[config.mk]
export PLATFORM = sky130hd
export DESIGN_NAME = add_accum
export DESIGN_NICKNAME = d
export VERILOG_FILES = /design/src/rtl/add_pkg.sv /design/src/rtl/add_core.sv /design/src/rtl/add_accum.sv
export SDC_FILE = /design/constraint.sdc
export NUM_CORES = 1
export LEC_CHECK = 0
export ABC_AREA = 0
export BUFFER_PORTS_ARGS = -buffer_cell sky130_fd_sc_hd__buf_2
export CAP_MARGIN = 20
export CORE_AREA = 3 3 69 71
export CTS_BUF_LIST = sky130_fd_sc_hd__clkbuf_8
export CTS_CLUSTER_SIZE = 30
export DETAILED_ROUTE_END_ITERATION = 10
export DIE_AREA = 0 0 72 74
export GPL_TIMING_DRIVEN = 0
export SLEW_MARGIN = 25
export SYNTH_ARGS = -nofsm -noshare
export SYNTH_HDL_FRONTEND = slang
export SYNTH_SLANG_ARGS = --single-unit
[constraint.sdc]
create_clock -name Clk -period 5.5 [get_ports Clk]
set_input_delay 0.825 -clock Clk [delete_from_list [all_inputs] [get_ports Clk]]
set_output_delay 0.825 -clock Clk [all_outputs]
set_load 0.05 [all_outputs]
[src/rtl/add_pkg.sv]
// Shared types for the add_accum burst accumulator: FSM state encoding and
// the default accumulator width for a given operand width.
package add_pkg;

    typedef enum logic [1:0] {
        IDLE = 2'd0,
        ACC  = 2'd1,
        DONE = 2'd2
    } state_e;

    // Four guard bits cover a 16-operand burst without unsigned wrap.
    function automatic int def_accwidth(input int dw);
        return dw + 4;
    endfunction

endpackage

[src/rtl/add_core.sv]
// Combinational add step: extends the operand, adds it to the accumulator and
// flags overflow. Saturating result when ADD_ACCUM_SAT_EN is defined.
module add_core
    import add_pkg::*;
#(
    parameter int DATAWIDTH = 8,
    parameter int ACCWIDTH  = 12
) (
    input  logic [ACCWIDTH-1:0]  acc_i,
    input  logic [DATAWIDTH-1:0] a_i,
    input  logic                 signed_mode_i,
    output logic [ACCWIDTH-1:0]  sum_o,
    output logic                 ovf_o
);

    logic [ACCWIDTH-1:0] ext;
    logic [ACCWIDTH-1:0] raw;
    logic                carry;
    logic                sovf;

    always_comb begin
        ext                  = '0;
        ext[DATAWIDTH-1:0]   = a_i;
        for (int i = DATAWIDTH; i < ACCWIDTH; i++)
            ext[i] = signed_mode_i & a_i[DATAWIDTH-1];

        {carry, raw} = {1'b0, acc_i} + {1'b0, ext};
        // Signed overflow: like-signed inputs producing an opposite-signed result.
        sovf  = (acc_i[ACCWIDTH-1] == ext[ACCWIDTH-1]) &&
                (raw[ACCWIDTH-1] != acc_i[ACCWIDTH-1]);
        ovf_o = signed_mode_i ? sovf : carry;
        sum_o = raw;
`ifdef ADD_ACCUM_SAT_EN
        if (ovf_o) begin
            if (!signed_mode_i)
                sum_o = '1;
            else if (ext[ACCWIDTH-1])
                sum_o = {1'b1, {(ACCWIDTH-1){1'b0}}};
            else
                sum_o = {1'b0, {(ACCWIDTH-1){1'b1}}};
        end
`endif
    end

endmodule

[src/rtl/add_accum.sv]
// Burst accumulator: sums len operands over a valid/ready stream and returns
// the result with a sticky overflow flag. Optional macro: ADD_ACCUM_SAT_EN.
module add_accum
    import add_pkg::*;
#(
    parameter  int DATAWIDTH = 8,
    parameter  int ACCWIDTH  = def_accwidth(DATAWIDTH),
    parameter  int MAXLEN    = 16,
    localparam int LENW      = $clog2(MAXLEN + 1)
) (
    input  logic                 Clk,
    input  logic                 Rst,
    input  logic                 start,
    input  logic [LENW-1:0]      len,
    input  logic                 signed_mode,
    input  logic [DATAWIDTH-1:0] a,
    input  logic                 a_valid,
    output logic                 a_ready,
    output logic [ACCWIDTH-1:0]  sum,
    output logic                 sum_valid,
    input  logic                 sum_ready,
    output logic                 ovf,
    output logic                 busy
);

    state_e              state_q, state_d;
    logic [ACCWIDTH-1:0] acc_q, acc_d;
    logic                ovf_q, ovf_d;
    logic [LENW-1:0]     cnt_q, cnt_d;
    logic                smode_q, smode_d;

    logic                beat;
    logic [LENW-1:0]     len_clamped;
    logic [ACCWIDTH-1:0] core_sum;
    logic                core_ovf;

    assign beat        = (state_q == ACC) && a_valid;
    assign len_clamped = (len > LENW'(MAXLEN)) ? LENW'(MAXLEN) : len;

    add_core #(
        .DATAWIDTH (DATAWIDTH),
        .ACCWIDTH  (ACCWIDTH)
    ) u_core (
        .acc_i         (acc_q),
        .a_i           (a),
        .signed_mode_i (smode_q),
        .sum_o         (core_sum),
        .ovf_o         (core_ovf)
    );

    always_ff @(posedge Clk or negedge Rst) begin
        if (!Rst) state_q <= IDLE;
        else      state_q <= state_d;
    end

    always_comb begin
        state_d = state_q;
        case (state_q)
            IDLE:    if (start) state_d = (len == '0) ? DONE : ACC;
            ACC:     if (beat && cnt_q == LENW'(1)) state_d = DONE;
            DONE:    if (sum_ready) state_d = IDLE;
            default: state_d = IDLE;
        endcase
    end

    always_comb begin
        a_ready   = (state_q == ACC);
        sum_valid = (state_q == DONE);
        busy      = (state_q != IDLE);
    end

    assign sum = acc_q;
    assign ovf = ovf_q;

    always_comb begin
        acc_d   = acc_q;
        ovf_d   = ovf_q;
        cnt_d   = cnt_q;
        smode_d = smode_q;
        if (state_q == IDLE && start) begin
            acc_d   = '0;
            ovf_d   = 1'b0;
            cnt_d   = len_clamped;
            smode_d = signed_mode;
        end else if (beat) begin
            cnt_d = cnt_q - LENW'(1);
            ovf_d = ovf_q | core_ovf;
`ifdef ADD_ACCUM_SAT_EN
            // Once saturated the value is frozen for the rest of the burst.
            if (!ovf_q) acc_d = core_sum;
`else
            acc_d = core_sum;
`endif
        end
    end

    always_ff @(posedge Clk or negedge Rst) begin
        if (!Rst) begin
            acc_q   <= '0;
            ovf_q   <= 1'b0;
            cnt_q   <= '0;
            smode_q <= 1'b0;
        end else begin
            acc_q   <= acc_d;
            ovf_q   <= ovf_d;
            cnt_q   <= cnt_d;
            smode_q <= smode_d;
        end
    end

endmodule
Word level (Yosys, flattened, before mapping)
Cells that the tools add are included.

storage, ports and cells
  bits of input ports = 19
  logic and storage cells = 40
  register bits after elaboration = 21
  output and inout bits = 16

operators by class
  equality and inequality tests = 8
  bitwise logic cells = 2
  muxes and demuxes = 13
  reduce and logical (&&, ||, !) cells = 9
  $add $sub $neg = 2
  $lt $le $gt $ge = 1

operator list
  cell                                                 count
  2-to-1 mux 12 bit                                    2
  2-to-1 mux 5 bit                                     3
  adder 12 x 12 -> 13 bit                              1
  2-to-1 mux 2 bit                                     4
  one-hot mux 2 bit (3 select lines)                   1
  equality test 5 x 1 -> 1 bit, second input constant  1
  > comparator 5 bit, second input constant            1
  zero test 5 bit                                      1
  subtractor 5 x 1 -> 5 bit, second input constant     1
  logical AND 1 bit                                    4
  != test 2 x 1 -> 1 bit, second input constant        2
  nonzero test 2 bit                                   2
  2-to-1 mux 1 bit                                     3
  AND reduction 3 bit                                  1
  equality test 2 x 1 -> 1 bit, second input constant  1
  equality test 2 bit, second input constant           1
  zero test 2 bit                                      1
  != test 2 bit, second input constant                 1
  AND 1 bit                                            1
  equality test 1 bit                                  1
  != test 1 bit                                        1
  OR 1 bit                                             1

Depth between registers and ports, before layout
Gate-level depths: netlist (run 1).

  depth in word-level cells = 8
  gate-level depth with buffers = 9
  gate-level depth less buffers = 9

By module
A second synthesis (run 1) with hierarchy kept.

unflattened totals
  cell total of the unflattened synthesis = 147
  area total of the unflattened synthesis = 1565.3 um^2

modules (own cells, without submodules)
  module     times used  seq. area each (um^2)  cells an instance  area an instance (um^2)
  add_accum  1           525.5                  85                 1028.5
  add_core   1           0.0                    62                 536.8

Worst setup path after synthesis (run 1)
OpenSTA, ideal clock, no wires.

  path kind = input -> register
  from = in a[0]
  to = reg ovf_q, in the netlist ovf
  path slack = 2.971 ns
  arrival = 2.463 ns
  library setup time = 0.067 ns
  path buffers = 0
  required time = 5.433 ns
  stages on the path = 9
  cell sequence = ha_1 -> inv_1 -> fa_1 -> nor2b_1 -> o31a_2 -> o2111ai_1 -> a2111oi_0 -> mux2i_1 -> nand2_1

on the way
  word-level cells in the longest chain between the ends = 7

ends and longest elaborated chain
  what                         RTL line          source
  from (decl)                  add_accum.sv:16   input logic [DATAWIDTH-1:0] a,
  adder 12 x 12 -> 13 bit (*)  add_core.sv:27    {carry, raw} = {1'b0, acc_i} + {1'b0, ext};
  != test 1 bit                add_core.sv:30    (raw[ACCWIDTH-1] != acc_i[ACCWIDTH-1]);
  logical AND 1 bit            add_core.sv:29    sovf = (acc_i[ACCWIDTH-1] == ext[ACCWIDTH-1]) &&
  2-to-1 mux 1 bit (*)         add_core.sv:31    ovf_o = signed_mode_i ? sovf : carry;
  OR 1 bit (*)                 add_accum.sv:87   ovf_d = ovf_q | core_ovf;
  2-to-1 mux 1 bit (*)         add_accum.sv:85   end else if (beat) begin
  2-to-1 mux 1 bit (*)         add_accum.sv:80   if (state_q == IDLE && start) begin
  to (signal assigned)         add_accum.sv:105  ovf_q <= ovf_d;
  to (decl)                    add_accum.sv:28   logic ovf_q, ovf_d;

Every way passes the cells marked *; elsewhere a longest branch is shown, timed or not. The select of a mux whose other input is x is not followed.
A chain may end at the register's enable or synchronous reset.

Final worst setup path (run 1)
Ends and elaborated chain as after synthesis.

==> flow_metrics.py, run 1 <==
metrics = {
    "route": {
        "wl_microns": 3230,
        "wl_per_cell_microns": 12.7,
        "dr.first_iter.drc_count": 58,
        "antenna_left": 0,
        "first_pass_iters": 5,
        "vias": 1248,
        "avgViaCountPerCell": 4.89,
        "drc": 0,
    },
    "clocking": {
        "clockBufferDepth": 2,
        "htreeDepth": 1,
        "path_clk_slew_ns": 0.08,
        "cts_root_buffer": "clkbuf_8",
        "cts_tree": "yes",
        "clock-sinks": 21,
        "clock_latency_ns": 0.26,
        "post_cts_resized": 0,
        "post_cts_buffers": 0,
        "ctsHoldBuffers": 0,
        "cts_made_buffers": 3,
    },
    "timing": {
        "hold_viol": 0,
        "setup_violations": 0,
        "setup-tns-final_ns": 0,
        "relSlewSlack_pct": 67.8,
        "worstMarginPinSlew_ns": 0.483,
        "clock_skew_ns": 0.00290,
        "slew_viol_final": 0,
        "rsz0062_at_grt": "false",
        "period_share_pct": 46.9,
        "fin_crit_ns": 2.58,
        "fmax_mhz": 388,
    },
    "setup_path": {
        "r2r_cells": 9,
        "worst_path_max_delay_cell": "a2111oi_0",
        "end_kind": "register",
        "cp.required_ns": 5.70,
        "crit_path_max_fanout": 3,
        "critPathKind": "input port to register",
        "slowest_delay_ns": 0.45,
        "cp.depth": 10,
        "worstPathArrival_ns": 2.78,
        "start_kind": "input port",
        "reg2reg_to": "ovf$_DFFE_PN0P_",
        "cp_top_family": "compound AO/OA/AOI/OAI gates",
        "r2r_slack_ns": 3.15,
        "cp_cell_sequence": "buf_2 > ha_1 > inv_1 > fa_1 > nor2b_1 > o31a_2 > o2111ai_1 > a2111oi_0 > mux2i_1 > nand2_1",
        "critPathBufInv": 2,
        "r2r-start": "sum[0]$_DFFE_PN0P_",
    },
    "synthesis": {
        "synth-seq-cells": 21,
        "syn_area_sq_mm": 0.00146,
        "synth_area_per_cell_sq_um": 8.82,
        "ys_seq_area_share_pct": 36.1,
        "syn-instance-count": 165,
        "yosys.cell_types.count": 44,
        "synth-warning-count": 0,
        "synth_nets": 196,
    },
    "global_route": {
        "overflow": 0,
        "grt_pass1_wl_microns": 5580,
        "grt_pass1_vias": 1253,
        "track_usage_pct": 13.2,
        "antenna_found_initial": 0,
        "grt_max_degree": 22,
    },
    "floorplan": {
        "start_util_pct": 33.9,
        "die_w_microns": 72,
        "dieArea_sq_mm": 0.00533,
        "rows": 24,
        "coreArea_sq_mm": 0.00429,
        "die_h_microns": 74,
        "pin_count": 35,
    },
    "outcome": {
        "outcome": "finished clean",
    },
    "final_layout": {
        "fin_util_pct": 40.4,
        "fillCellCount": 451,
        "antenna_cells": 0,
        "nets": 235,
        "syn_to_final_growth_pct": 19.3,
        "fin_area_sq_mm": 0.00174,
        "layout-drive-gt1-share_pct": 21.2,
    },
    "run": {
        "drv_cap": 0,
    },
    "power": {
        "ir_drop_mv": 0.263,
        "leakagePower_nw": 0.877,
        "power_density_mw_per_mm2": 581,
    },
    "place": {
        "hpwl_microns": 2480,
        "gp_congestion": 0.812,
        "io_buffers": 34,
        "placed_cell_area_sq_mm": 0.00169,
    },
    "hold_path": {
        "min-delay-path-class": "input port to asynchronous set/reset pin",
    },
}
## layer usage
layer / part of all wire [%] / vias to the layer above / GRT usage [%]
li1: - / 659 / -
met1: 47 / 551 / 16.7
met2: 46 / 32 / 22.3
met3: 5.3 / 6 / 3.11
met4: 1.3 / 0 / 3.97
met5: 0 / - / 0
## power breakdown
| part | internal (mW) | switching (mW) | leakage (nW) |
|---|---|---|---|
| Combinational | 0.208 | 0.409 | 0.584 |
| Sequential | 0.222 | 0.0668 | 0.267 |
| Clock | 0.0498 | 0.0534 | 0.0269 |
| Total | 0.480 | 0.529 | 0.877 |
## state kept, by name (all words and copies together), names as in the netlist
register / cells
sum: 12
ovf: 1
state_q: 2
cnt_q: 5
smode_q: 1
## through the flow
| step | hold slack [ns] | power, mW | cells | setup WS [ns] |
|---|---|---|---|---|
| after floorplan | 0.464 | 0.773 | 165 | 2.97 |
| after global placement | 0.489 | 0.909 | 251 | 2.72 |
| after detailed placement | 0.497 | 0.913 | 251 | 2.66 |
| after CTS | 0.518 | 1.02 | 255 | 2.94 |
| after global routing | 0.536 | 1.10 | 255 | 2.70 |
| final | 0.509 | 1.01 | 255 | 2.92 |
## Yosys cell counts, drive strengths merged
master	number	area share (%)
nand2	22	5.8
dfrtp	21	36
a21oi	16	5.5
o21ai	15	5.9
inv	12	3.1
ha	11	9.5
nor2	8	2.2
xnor2	7	4.2
and2	4	1.7
xor2	4	2.4
a211oi	3	1.5
a21o	3	1.5
mux2i	3	2.1
or3	3	1.6
a2111oi	2	1.2
clkbuf	2	0.52
nand2b	2	0.86
nand3	2	0.69
nand4	2	0.86
nor2b	2	0.86
o22ai	2	0.86
a22o	1	0.60
a31oi	1	0.43
a32oi	1	0.60
and2b	1	0.52
and3	1	0.43
buf	1	0.52
fa	1	1.4
nor3	1	0.34
nor4	1	0.43
o2111ai	1	0.60
o211a	1	0.69
o211ai	1	0.52
o21bai	1	0.52
o221ai	1	0.60
o31a	1	0.69
o31ai	1	0.52
or2	1	0.43
or2b	1	0.52
or4	1	0.52
## layout make-up
cell class                 instances  area [sq um]  area share, %
buffer                             3          15.0          0.865
clock buffer                       3          41.3           2.38
clock inverter                     1          3.75          0.216
inverter                          12          45.0           2.60
multi-input combinational        129           870           50.1
sequential                        21           526           30.3
tap                               52          65.1           3.75
timing repair buffer              34           170           9.81
## logic make-up (layout without fill, tap and decap cells)
| family | count (synthesis) | count (layout) | share of synthesized area [%] |
|---|---|---|---|
| simple gates | 52 | 52 | 17.9 |
| flops | 21 | 21 | 36.1 |
| buf+inv | 15 | 53 | 4.13 |
| xor+xnor | 11 | 11 | 6.62 |
| fa+ha+maj | 12 | 12 | 10.8 |
| compound gates | 51 | 51 | 22.4 |
| mux | 3 | 3 | 2.06 |
## worst max-delay path by stage
stage          start              end  slack, ns
2_1_floorplan   a[0]  ovf$_DFFE_PN0P_       2.97
3_3_place_gp    a[0]  ovf$_DFFE_PN0P_       2.72
3_5_place_dp    a[0]  ovf$_DFFE_PN0P_       2.66
4_1_cts         a[0]  ovf$_DFFE_PN0P_       2.94
5_1_grt         a[0]  ovf$_DFFE_PN0P_       2.70
6_report        a[0]  ovf$_DFFE_PN0P_       2.92
## placed cells by master, fill, tap and decap left out, types with 4 or more instances in the layout
cell type and n:
buf_2 34, o21ai_0 14, a21oi_1 16, and2_1 4, inv_1 13, dfrtp_1 21
xnor2_1 7, nand2_1 21, ha_1 11, nor2_1 7, xor2_1 4
No activity file was read; power rests on OpenSTA's default activity.
==> run 2, diff against run 1 <==
==> constraint.sdc (replaced) <==
create_clock -name Clk -period 2.2 [get_ports Clk]
set_input_delay 0.33 -clock Clk [delete_from_list [all_inputs] [get_ports Clk]]
set_output_delay 0.33 -clock Clk [all_outputs]
set_load 0.05 [all_outputs]
==> run 2 against run 1 <==
Compared with the run above: final area grew 5.3%; worst setup slack lost 2.8 ns; utilization grew 2.2 points; routed wire length grew 6.2%; sequential power grew to 2.5 times the previous value; register-to-register slack lost 3.0 ns; global-route usage grew 0.35 points; hold slack lost 0.50 ns; count of clock-buffer cells in the layout is the same; total power grew to 2.6 times the previous value; critical endpoint unchanged.
==> flow_metrics.py, run 2 (synthesized netlist as in run 1, its figures left out) <==
metrics = {
    "outcome": {
        "outcome": "finished clean",
    },
    "timing": {
        "relSlewSlack_pct": 66.6,
        "hold_viol": 0,
        "fmax_mhz": 481,
        "setup_violations": 0,
        "period_share_pct": 94.6,
        "fin_crit_ns": 2.08,
        "setup-tns-final_ns": 0,
        "slew_viol_final": 0,
        "clock_skew_ns": 0.00897,
        "rsz0062_at_grt": "true",
        "worstMarginPinSlew_ns": 0.501,
        "whs_ns": 0.0132,
    },
    "final_layout": {
        "largest_reg_flops": 12,
        "layout-drive-gt1-share_pct": 26.6,
        "syn_to_final_growth_pct": 25.6,
        "fin_area_sq_mm": 0.00183,
        "final_cell_mix": "34 x buf_2, 21 x nand2_1, 18 x dfrtp_1, 16 x a21oi_1, 14 x o21ai_0",
        "fillCellCount": 452,
        "multi_input_area_sq_um": 958,
        "nets": 235,
        "antenna_cells": 0,
        "final_common_cell": "buf_2",
        "regArea_sq_um": 529,
    },
    "route": {
        "drc": 0,
        "first_pass_iters": 4,
        "avgViaCountPerCell": 5.08,
        "antenna_left": 0,
        "wl_microns": 3430,
        "dr.first_iter.drc_count": 49,
        "wl_per_cell_microns": 13.4,
        "vias": 1296,
    },
    "floorplan": {
        "start_util_pct": 33.9,
        "die_h_microns": 74,
        "coreArea_sq_mm": 0.00429,
        "die_w_microns": 72,
        "dieArea_sq_mm": 0.00533,
        "rows": 24,
        "pin_count": 35,
    },
    "clocking": {
        "htreeDepth": 1,
        "cts_made_buffers": 3,
        "cts_tree": "yes",
        "clock_latency_ns": 0.27,
        "path_clk_slew_ns": 0.09,
        "ctsHoldBuffers": 0,
        "cts_root_buffer": "clkbuf_8",
        "post_cts_buffers": 0,
        "clock-sinks": 21,
        "clockBufferDepth": 2,
    },
    "power": {
        "ir_drop_mv": 0.557,
        "leakagePower_nw": 0.867,
        "power_density_mw_per_mm2": 1440,
    },
    "place": {
        "placed_cell_area_sq_mm": 0.00172,
        "gp_congestion": 0.791,
        "io_buffers": 34,
        "hpwl_microns": 2590,
    },
    "global_route": {
        "grt_pass1_vias": 1282,
        "antenna_found_initial": 0,
        "grt_max_degree": 22,
        "grt_pass1_wl_microns": 5710,
        "overflow": 0,
        "track_usage_pct": 13.5,
    },
    "setup_path": {
        "crit_path_max_fanout": 5,
        "start_kind": "register",
        "end_kind": "register",
        "worstPathArrival_ns": 2.28,
        "cp.required_ns": 2.40,
        "r2r_cells": 8,
        "critPathKind": "register to register",
    },
    "run": {
        "drv_cap": 0,
    },
    "hold_path": {
        "min-delay-path-class": "input port to asynchronous set/reset pin",
    },
}
==> run 2: cell counts in the layout (fill, tap and decap cells not counted) <==
Identical to the previous run, type by type.
==> run 2: area by class of cell <==
cell class,instances,area share (%)
clock buffers,3,2.26
clock inverters,1,0.205
inverters,12,2.46
plain buffers,3,0.821
multi-input cells,129,52.4
well taps,52,3.56
repair buffers,34,9.31
flip-flops and latches,21,29.0
==> run 2: worst paths after layout <==
check	end	slack [ns]	start
setup / recovery	ovf$_DFFE_PN0P_	0.12	smode_q$_DFFE_PN0P_
setup reg to reg	ovf$_DFFE_PN0P_	0.12	smode_q$_DFFE_PN0P_
hold reg to reg	ovf$_DFFE_PN0P_	0.51	ovf$_DFFE_PN0P_
max in group asynchronous	sum[0]$_DFFE_PN0P_	1.81	Rst
hold / removal	sum[3]$_DFFE_PN0P_	0.01	Rst
min in group Clk	smode_q$_DFFE_PN0P_	0.27	signed_mode
==> run 2: critical path: stages, from the launching register on <==
cell and delay, ns:
dfrtp_1 0.43, nand2_1 0.17, inv_1 0.11, ha_2 0.43
and2_1 0.19, o2111ai_4 0.18, a2111oi_4 0.33, mux2i_1 0.11
nand2_1 0.07
==> run 2: per-stage QoR <==
stage	total power [mW]	utilization (%)	worst slack [ns]	std cells
5_1_grt	2.87	42.6	-0.00410	255
2_1_floorplan	1.96	-	-0.00494	165
6_report	2.64	42.6	0.119	255
4_1_cts	2.62	41.4	0.0124	255
3_3_place_gp	2.30	40.0	-0.0448	251
3_5_place_dp	2.32	40.0	-0.0666	251
==> run 2: power breakdown <==
part	total, mW	switching [mW]	internal [mW]
logic	1.64	1.08	0.555
registers	0.736	0.176	0.560
clock network	0.267	0.142	0.125
total	2.64	1.40	1.24
==> run 2: routing by layer <==
layer / vias up / wire length (microns) / GRT usage [%]
li1: 661 / - / -
met4: 0 / 10 / 1.25
met1: 611 / 1560 / 15.9
met2: 22 / 1720 / 25.7
met5: - / 0 / 0
met3: 2 / 136 / 3.38
==> run 2: what timing repair did <==
| action | CTS | global route |
|---|---|---|
| setup endpoints to repair | 1 | 1 |
| hold endpoints to repair | 0 | 0 |
| gates resized for setup | 4 | 7 |
| pin swaps | 1 | 4 |
